<file path="src/rtl/freq_calc_pkg.sv">
// freq_calc shared types and constants.
// FSM states, datapath widths, saturation value.
package freq_calc_pkg;

  typedef enum logic [1:0] {
    IDLE,
    MUL,
    DIV,
    DONE
  } state_e;

  localparam int NUM_W    = 64;
  localparam int DEN_W    = 32;
  localparam int DIV_ITER = 64;

  localparam logic [31:0] FREQ_SAT = 32'hFFFF_FFFF;

endpackage

</file>
<file path="src/rtl/freq_calc_seq_div64.sv">
// seq_div64: restoring 64/32 divider, one bit per cycle.
// clk/rst, start (loads num and runs first step), num, den, quo, done.
module seq_div64
  import freq_calc_pkg::*;
(
  input  logic             clk,
  input  logic             rst,
  input  logic             start,
  input  logic [NUM_W-1:0] num,
  input  logic [DEN_W-1:0] den,
  output logic [NUM_W-1:0] quo,
  output logic             done
);

  localparam int CW = $clog2(DIV_ITER);
  localparam logic [CW-1:0] LAST = CW'(DIV_ITER - 1);

  logic [DEN_W-1:0] rem_q;
  logic [CW-1:0]    cnt_q;
  logic             act_q;

  logic [DEN_W-1:0] r_src;
  logic [NUM_W-1:0] q_src;
  logic [DEN_W:0]   trial;
  logic [DEN_W:0]   diff;
  logic             fit;

  // The start cycle already retires quotient bit 63 from num.
  // Remainder stays below den, so the borrow of the 33-bit
  // trial subtraction alone decides the quotient bit.
  always_comb begin
    r_src = start ? '0 : rem_q;
    q_src = start ? num : quo;
    trial = {r_src, q_src[NUM_W-1]};
    diff  = trial - {1'b0, den};
    fit   = ~diff[DEN_W];
  end

  always_ff @(posedge clk) begin
    if (rst) begin
      rem_q <= '0;
      quo   <= '0;
      cnt_q <= '0;
      act_q <= 1'b0;
    end else if (start || act_q) begin
      rem_q <= fit ? diff[DEN_W-1:0]
                   : trial[DEN_W-1:0];
      quo   <= {q_src[NUM_W-2:0], fit};
      if (start) begin
        cnt_q <= CW'(1);
        act_q <= 1'b1;
      end else begin
        cnt_q <= cnt_q + CW'(1);
        act_q <= (cnt_q != LAST);
      end
    end
  end

  assign done = act_q && !start && (cnt_q == LAST);

endmodule

</file>
<file path="src/rtl/freq_calc.sv">
// freq_calc: cnt_x*CLK_FREQ/cnt_s in Hz plus no-result watchdog.
// In: clk_100M, rst, irq, cnt_s, cnt_x. Out: freq_hz, freq_valid,
// busy, div_err, drop, meas_rst, sig_lost.
// FREQ_CALC_ROUND_EN: round-to-nearest instead of truncation.
module freq_calc
  import freq_calc_pkg::*;
#(
  parameter int unsigned CLK_FREQ    = 100_000_000,
  parameter int unsigned TIMEOUT_CYC = 200_000_000
) (
  input  logic        clk_100M,
  input  logic        rst,
  input  logic        irq,
  input  logic [31:0] cnt_s,
  input  logic [31:0] cnt_x,
  output logic [31:0] freq_hz,
  output logic        freq_valid,
  output logic        busy,
  output logic        div_err,
  output logic        drop,
  output logic        meas_rst,
  output logic        sig_lost
);

  localparam logic [31:0] WD_LAST = 32'(TIMEOUT_CYC - 1);

  state_e           state_q, state_d;
  logic             irq_d;
  logic [DEN_W-1:0] den;
  logic [DEN_W-1:0] xr;
  logic [NUM_W-1:0] num;
  logic [NUM_W-1:0] num_d;
  logic [NUM_W-1:0] quo;
  logic             div_go;
  logic             div_done;
  logic [31:0]      wd_cnt;
  logic             start;
  logic             wd_hit;

  assign start  = irq & ~irq_d;
  assign wd_hit = !start && (wd_cnt == WD_LAST);

  always_comb begin
    num_d = {32'b0, xr} * NUM_W'(CLK_FREQ);
`ifdef FREQ_CALC_ROUND_EN
    num_d = num_d + NUM_W'(den >> 1);
`endif
  end

  always_comb begin
    state_d = state_q;
    unique case (1'b1)
      state_q == IDLE:
        if (start && cnt_s != '0) state_d = MUL;
      state_q == MUL:
        state_d = DIV;
      state_q == DIV:
        if (div_done) state_d = DONE;
      default:
        state_d = IDLE;
    endcase
  end

  always_ff @(posedge clk_100M) begin
    if (rst) state_q <= IDLE;
    else     state_q <= state_d;
  end

  seq_div64 u_div (
    .clk   (clk_100M),
    .rst   (rst),
    .start (div_go),
    .num   (num),
    .den   (den),
    .quo   (quo),
    .done  (div_done)
  );

  always_ff @(posedge clk_100M) begin
    if (rst) begin
      irq_d      <= 1'b0;
      den        <= '0;
      xr         <= '0;
      num        <= '0;
      div_go     <= 1'b0;
      wd_cnt     <= '0;
      freq_hz    <= '0;
      freq_valid <= 1'b0;
      busy       <= 1'b0;
      div_err    <= 1'b0;
      drop       <= 1'b0;
      meas_rst   <= 1'b0;
      sig_lost   <= 1'b0;
    end else begin
      irq_d      <= irq;
      freq_valid <= 1'b0;
      div_err    <= 1'b0;
      drop       <= 1'b0;
      meas_rst   <= 1'b0;
      busy       <= (state_q != IDLE);
      div_go     <= (state_q == MUL);

      if (start) begin
        if (state_q == IDLE) begin
          den     <= cnt_s;
          xr      <= cnt_x;
          div_err <= (cnt_s == '0);
        end else begin
          drop <= 1'b1;
        end
      end

      if (state_q == MUL) num <= num_d;

      if (state_q == DONE) begin
        freq_valid <= 1'b1;
        freq_hz    <= (quo[63:32] != '0) ? FREQ_SAT
                                         : quo[31:0];
      end

      if (start || wd_hit) wd_cnt <= '0;
      else                 wd_cnt <= wd_cnt + 32'd1;

      if (wd_hit) meas_rst <= 1'b1;

      if (wd_hit)                 sig_lost <= 1'b1;
      else if (state_q == DONE)   sig_lost <= 1'b0;
    end
  end

endmodule

</file>
<file path="config.mk">
export PLATFORM = sky130hd
export DESIGN_NAME = freq_calc
export DESIGN_NICKNAME = d
export VERILOG_FILES = /design/src/rtl/freq_calc_pkg.sv /design/src/rtl/freq_calc_seq_div64.sv /design/src/rtl/freq_calc.sv
export SDC_FILE = /design/constraint.sdc
export NUM_CORES = 1
export LEC_CHECK = 0
export CORE_MARGIN = 5
export CORE_UTILIZATION = 50
export DETAILED_ROUTE_END_ITERATION = 8
export DONT_BUFFER_PORTS = 1
export SLEW_MARGIN = 25
export SYNTH_ARGS = -nofsm -noshare
export SYNTH_HDL_FRONTEND = slang
export SYNTH_SLANG_ARGS = --single-unit
</file>
<file path="constraint.sdc">
create_clock -name clk_100M -period 7.18 [get_ports clk_100M]
set_input_delay 1.436 -clock clk_100M [delete_from_list [all_inputs] [get_ports clk_100M]]
set_output_delay 1.436 -clock clk_100M [all_outputs]
set_load 0.005 [all_outputs]
</file>
==> results.json, run 1 <==
{
  "clock_insertion_delay_worst_skew_ns": 0.56,
  "rows": 82,
  "die-area_um2": 55700,
  "critPathTopFamily": "adder cells",
  "met1Wirelength_um": 28200,
  "grt_first_pass_wirelength_um": 102000,
  "cp_cell_sequence": "inv_1 -> fa_1 -> fa_1 -> inv_1 -> fa_1 -> fa_1 -> fa_1 -> fa_1 -> ha_1 -> a21oi_1 -> o21ai_0 -> a311oi_1 -> o41ai_4 -> nand4_4 -> a21oi_2 -> a21oi_1 -> nor3_1 -> or3b_1",
  "initial_core_utilization": 0.507,
  "layout_commonest_cell": "sky130_fd_sc_hd__inv_1",
  "top_layer": "met4",
  "max_freq_mhz": 155,
  "synth.avg_cell_area_um2": 8.84,
  "ctsHtreeMaxLevel": 2,
  "synth.net_count": 3486,
  "synthXorXnorAreaFrac": 0.0398,
  "fin_skew_ns": 0.0272,
  "floorplan.die.width_um": 236,
  "grt_antenna_before_repair": 0,
  "dp_cells": 3455,
  "routed-via-count": 18900,
  "fraction_of_the_mapped_netlist_area_in_simple_logic_gates": 0.133,
  "cts_tree": "done",
  "synth_top_area_share": 0.229,
  "worst-slew-pin-transition_ns": 1.06,
  "layout_setup_ws_ns": 0.743,
  "postCtsHoldBufs": 0,
  "cp-start-kind": "flip-flop",
  "post-dp-hpwl_um": 47500,
  "crit_buf_inv": 2,
  "cap_viol_max_count": 0,
  "routed_via_density": 5.36,
  "ys_seq_elements": 292,
  "cts.sink_count": 292,
  "globalRouteTotalUtil": 0.223,
  "route.final.wire_length_um": 60900,
  "critPathKind": "flip-flop to flip-flop",
  "dr.pass1.iters": 5,
  "post_route_drc": 0,
  "rsz0062_at_grt": "no",
  "final_layout_size_suffix_gt1_frac": 0.0372,
  "path_clk_slew_ns": 0.06,
  "synth-async-reset-ratio": 0,
  "min_period_ns": 6.44,
  "wire_per_inst_um": 17.3,
  "timing.critical_path.required_ns": 7.61,
  "synthesis.area_um2": 25500,
  "postSynthCellCount": 2888,
  "number_of_synthesized_flops_with_an_enable_pin": 0,
  "cts_post_setup_buffers_inserted": 0,
  "post_layout_nonfiller_instances": 3518,
  "muxShareOfSynthArea": 0.0436,
  "finish_stage_setup_viols": 0,
  "cts_repair_resize_count": 0,
  "cts_buffers": 36,
  "design.portCount": 105,
  "maxSlewViolCount": 0,
  "globalRoute.totalOverflow": 0,
  "main_combinational_cell_family_by_area_after_synthesis": "adder cells",
  "hold_path.class": "flip-flop to flip-flop",
  "area.growth.synth_to_final_pct": 6.25,
  "arrival_ns": 6.87,
  "placement.io_buffers": 0,
  "core-area_um2": 50400,
  "setup_tns_ns": 0,
  "clock-root-buffer": "sky130_fd_sc_hd__clkbuf_16",
  "place_worst_setup_slack_ns": 0.851,
  "synth_sequential_area_ratio": 0.229,
  "critical-path-slowest-cell": "sky130_fd_sc_hd__dfxtp_1",
  "cp_max_fo": 9,
  "met3_wirelength_um": 2600,
  "cp_common_cell": "sky130_fd_sc_hd__fa_1",
  "post-route-period-util": 0.897,
  "grt_start_max_net_pins": 224,
  "route.antenna.remaining_nets": 0,
  "die_height_um": 236,
  "cp_peak_stage_delay_ns": 0.57,
  "worst_slew_margin_rel": 0.293,
  "drt_first_iter_violations": 1034,
  "highest_count_cells_in_the_layout_ignoring_fill_and_taps": "sky130_fd_sc_hd__inv_1, sky130_fd_sc_hd__nor2_1, sky130_fd_sc_hd__dfxtp_1, sky130_fd_sc_hd__fa_1, sky130_fd_sc_hd__ha_1",
  "run_status": "finished clean",
  "cell_types_occupying_the_most_area_after_synthesis": "sky130_fd_sc_hd__dfxtp_1, sky130_fd_sc_hd__fa_1, sky130_fd_sc_hd__ha_1, sky130_fd_sc_hd__inv_1, sky130_fd_sc_hd__nor2_1",
  "met2_wirelength_um": 28600,
  "yosys.area_share.adder": 0.339,
  "nNetsFinal": 3419,
  "placer_congestion_estimate": 0.928,
  "diodes": 0,
  "synthDistinctLibCells": 85,
  "post-synth-top-area-cell": "sky130_fd_sc_hd__dfxtp_1",
  "grt_pass1_vias": 19600,
  "synth_warnings": 0,
  "clock_tree.buffer_depth": 3,
  "endpoint_kind": "flip-flop",
  "timing_hold_violations_final": 0,
  "dominantRegCellSynth": "sky130_fd_sc_hd__dfxtp_1",
  "synth-compound-area-share": 0.122
}
[per-layer routing]
| metal | up-vias | GRT usage |
|---|---|---|
| met3 | 79 | 0.0326 |
| met4 | 0 | 0.0556 |
| li1 | 9317 | - |
| met2 | 353 | 0.373 |
| met5 | - | 0 |
| met1 | 9104 | 0.305 |
[synth_stat cells, drive strengths merged (4+ instances only)]
| master | instances |
|---|---|
| nand2b | 34 |
| xor2 | 66 |
| a32oi | 4 |
| a211oi | 55 |
| or3 | 8 |
| ha | 264 |
| and3 | 31 |
| nor3 | 23 |
| nand3 | 37 |
| nand4 | 20 |
| nor2 | 296 |
| xnor2 | 50 |
| fa | 267 |
| a21boi | 5 |
| a21oi | 203 |
| dfxtp | 292 |
| or2 | 5 |
| a221o | 4 |
| nor4 | 18 |
| nand2 | 211 |
| o21a | 5 |
| o21bai | 9 |
| buf | 40 |
| inv | 484 |
| a31o | 4 |
| mux2i | 109 |
| nor2b | 29 |
| a21o | 65 |
| and2 | 8 |
| clkbuf | 77 |
| o31ai | 6 |
| o21ai | 55 |
| and4 | 7 |
| o22ai | 23 |
| o211ai | 7 |
| o2111ai | 4 |
| a31oi | 15 |
| a311oi | 4 |
[final timing paths]
path,endpoint,cells after the start,from,slack [ns]
max reg2reg,num[53]$_SDFFE_PP0P_,18,xr[5]$_SDFFE_PP0P_,0.74
max,num[53]$_SDFFE_PP0P_,18,xr[5]$_SDFFE_PP0P_,0.74
min reg2reg,den[3]$_SDFFE_PP0P_,2,den[3]$_SDFFE_PP0P_,0.45
min,den[3]$_SDFFE_PP0P_,2,den[3]$_SDFFE_PP0P_,0.45
[area by class of cell]
cell class | instances | area [µm²]
fill | 4697 | 23200
multi-input combinational | 1994 | 17300
sequential | 292 | 5850
inverter | 485 | 1820
clock buffer | 45 | 985
tap | 672 | 841
clock inverter | 18 | 210
timing repair buffer | 12 | 90.1
[state kept, by name, summed over array words and instances, names as in the netlist]
signal,count
busy,1
den,32
div_err,1
div_go,1
drop,1
freq_hz,32
freq_valid,1
irq_d,1
meas_rst,1
num,51
sig_lost,1
state_q,2
u_div.act_q,1
u_div.cnt_q,6
u_div.quo,64
u_div.rem_q,32
wd_cnt,32
xr,32
[per-stage QoR]
| step | util | hold slack [ns] | instance area [µm²] |
|---|---|---|---|
| floorplan | - | 0.425 | 25500 |
| global placement | 0.515 | 0.440 | 25900 |
| detailed placement | 0.515 | 0.445 | 25900 |
| CTS | 0.539 | 0.453 | 27100 |
| global route | 0.539 | 0.470 | 27100 |
| finish | 0.539 | 0.451 | 27100 |
[tightest hold or removal path, cell delays in order, from the launching register on]
cell	delay (ns)
sky130_fd_sc_hd__dfxtp_1	0.31
sky130_fd_sc_hd__nand2_1	0.05
sky130_fd_sc_hd__a21oi_1	0.05
[logic make-up after synthesis]
| kind of cell | count (synthesis) |
|---|---|
| DFF | 292 |
| AOI/OAI and AO/OA | 490 |
| muxes | 111 |
| buffers and inverters | 602 |
| xor gates and xnor gates | 116 |
| and+or+nand+nor | 745 |
| adders and majority gates | 532 |
Power of run 1 is left out: the tool's default activity adds up to more than one toggle a clock period on the data nets, which glitch-free logic cannot reach.
==> inputs of run 2 (changes only) <==
Settings changed: CTS_BUF_LIST from default to sky130_fd_sc_hd__clkbuf_8.
==> run 2 against run 1 <==
  * Maximum frequency rose by 0.12%
  * Clock skew up 0.021 ns
  * Final area shrank 0.17%
  * Clock-buffer cell count rose by 22
  * Via count up 0.68%
  * Critical endpoint unchanged
  * Largest cell class unchanged
==> results.json, run 2 (synthesized netlist as in run 1, its figures left out) <==
{
  "clock-root-buffer": "sky130_fd_sc_hd__clkbuf_8",
  "cp_common_cell": "sky130_fd_sc_hd__fa_1",
  "die-area_um2": 55700,
  "core-area_um2": 50400,
  "grt_antenna_before_repair": 1,
  "globalRouteTotalUtil": 0.223,
  "critPathTopFamily": "adder cells",
  "maxSlewViolCount": 0,
  "cp_max_fo": 9,
  "cts.sink_count": 292,
  "grt_start_max_net_pins": 224,
  "clock_insertion_delay_worst_skew_ns": 0.67,
  "globalRoute.totalOverflow": 0,
  "post-route-period-util": 0.895,
  "cap_viol_max_count": 0,
  "endpoint_kind": "flip-flop",
  "clock_tree.buffer_depth": 3,
  "number_of_flip_flops_under_the_largest_register_name": 64,
  "drt_first_iter_violations": 1037,
  "cp_cell_sequence": "inv_1 -> fa_1 -> fa_1 -> inv_1 -> fa_1 -> fa_1 -> fa_1 -> fa_1 -> ha_1 -> a21oi_1 -> o21ai_0 -> a311oi_1 -> o41ai_4 -> nand4_4 -> a21oi_2 -> a21oi_1 -> nor3_1 -> or3b_1",
  "cts_buffers": 54,
  "grt.met3_usage": 0.0345,
  "fin_skew_ns": 0.0478,
  "die_height_um": 236,
  "run_status": "finished clean",
  "nNetsFinal": 3437,
  "finish_stage_setup_viols": 0,
  "top_usage_layer": "met2",
  "worst_slew_margin_rel": 0.301,
  "cts_tree": "done",
  "cp_peak_stage_delay_ns": 0.56,
  "initial_core_utilization": 0.507,
  "grt_pass1_vias": 19800,
  "timing.reg2reg.setup_slack_ns": 0.75,
  "worst-slew-pin-transition_ns": 1.05,
  "register_area_um2": 5850,
  "crit_buf_inv": 2,
  "critical-path-slowest-cell": "sky130_fd_sc_hd__dfxtp_1",
  "timing_hold_violations_final": 0,
  "arrival_ns": 6.95,
  "r2r_start": "xr[5]$_SDFFE_PP0P_",
  "final_layout_size_suffix_gt1_frac": 0.0447,
  "register_with_the_most_flip_flops": "u_div.quo",
  "filler_cells_inserted": 4726,
  "worst_hold_startpoint": "den[6]$_SDFFE_PP0P_",
  "path_clk_slew_ns": 0.06,
  "floorplan.die.width_um": 236,
  "grt_first_pass_wirelength_um": 102000,
  "max_freq_mhz": 156,
  "post-dp-hpwl_um": 47500,
  "routed-via-count": 19000,
  "postCtsHoldBufs": 0,
  "post_route_drc": 0,
  "min_period_ns": 6.43,
  "setup_tns_ns": 0,
  "route.final.wire_length_um": 60900,
  "dr.pass1.iters": 5,
  "rsz0062_at_grt": "no",
  "cp-start-kind": "flip-flop",
  "timing.critical_path.required_ns": 7.70,
  "timing.reg2reg.worst_path_depth": 18,
  "cts_post_setup_buffers_inserted": 0,
  "cts_repair_resize_count": 0,
  "critPathKind": "flip-flop to flip-flop",
  "placement.io_buffers": 0,
  "top_regs": "u_div.quo (64), num (51)",
  "area.growth.synth_to_final_pct": 6.08,
  "grt.met2_usage": 0.372,
  "routed_via_density": 5.34,
  "highest_count_cells_in_the_layout_ignoring_fill_and_taps": "sky130_fd_sc_hd__inv_1, sky130_fd_sc_hd__nor2_1, sky130_fd_sc_hd__dfxtp_1, sky130_fd_sc_hd__fa_1, sky130_fd_sc_hd__ha_1",
  "ctsHtreeMaxLevel": 2,
  "rows": 82,
  "multi_input_comb_area_um2": 17300,
  "crit_path_start": "xr[5]$_SDFFE_PP0P_",
  "whs_endpoint": "den[6]$_SDFFE_PP0P_",
  "wire_per_inst_um": 17.1,
  "worst_r2r_endpoint": "num[53]$_SDFFE_PP0P_",
  "placer_congestion_estimate": 0.928,
  "design.portCount": 105,
  "route.antenna.remaining_nets": 0,
  "timing.hold.ws_ns": 0.448,
  "hold_path.class": "flip-flop to flip-flop",
  "globalRouteMet1Util": 0.304,
  "layout_commonest_cell": "sky130_fd_sc_hd__inv_1",
  "min_path_cells": 2
}
run 2: cell count changes in the layout (fill, tap and decap cells not counted), sizes merged:
cell / previous run / this run
clkinvlp: 3 / 2
bufinv: 3 / 2
clkinv: 10 / 9
clkbuf: 45 / 67
diode: 0 / 1
inv: 487 / 505
run 2: layout make-up:
type	count	area share
Inverter	485	0.0672
Clock buffer	67	0.0340
Antenna cell	1	0.0000924
Multi-Input combinational cell	1994	0.640
Sequential cell	292	0.216
Clock inverter	33	0.00831
Timing Repair Buffer	12	0.00333
Tap cell	672	0.0310
run 2: routing by layer:
metal / up-vias / share of wire
met5: - / 0
met4: 0 / 0.027
met3: 94 / 0.047
met2: 374 / 0.47
met1: 9162 / 0.46
li1: 9352 / -
run 2: worst max path at each step:
stage,endpoint,depth (start not counted)
floorplan,num[53]$_SDFFE_PP0P_,21
global route,num[50]$_SDFFE_PP0P_,20
detailed placement,num[53]$_SDFFE_PP0P_,19
CTS,num[53]$_SDFFE_PP0P_,20
finish,num[53]$_SDFFE_PP0P_,18
global placement,num[50]$_SDFFE_PP0P_,20
run 2: metrics by stage:
stage	utilization	std cells	setup WS [ns]	instance area (µm²)
2_1_floorplan	-	2888	1.38	25500
3_3_place_gp	0.515	3455	0.924	25900
3_5_place_dp	0.515	3455	0.851	25900
4_1_cts	0.538	3555	0.742	27100
5_1_grt	0.538	3556	0.355	27100
6_report	0.538	3556	0.751	27100
run 2: worst reg2reg max path, cell delays in order, from the launching register on:
cell	delay (ns)
sky130_fd_sc_hd__dfxtp_1	0.56
sky130_fd_sc_hd__inv_1	0.23
sky130_fd_sc_hd__fa_1	0.55
sky130_fd_sc_hd__fa_1	0.55
sky130_fd_sc_hd__inv_1	0.05
sky130_fd_sc_hd__fa_1	0.49
sky130_fd_sc_hd__fa_1	0.45
sky130_fd_sc_hd__fa_1	0.53
sky130_fd_sc_hd__fa_1	0.43
sky130_fd_sc_hd__ha_1	0.41
sky130_fd_sc_hd__a21oi_1	0.26
sky130_fd_sc_hd__o21ai_0	0.14
sky130_fd_sc_hd__a311oi_1	0.45
sky130_fd_sc_hd__o41ai_4	0.21
sky130_fd_sc_hd__nand4_4	0.17
sky130_fd_sc_hd__a21oi_2	0.10
sky130_fd_sc_hd__a21oi_1	0.27
sky130_fd_sc_hd__nor3_1	0.09
sky130_fd_sc_hd__or3b_1	0.35
Power of run 2 is left out for the same reason.
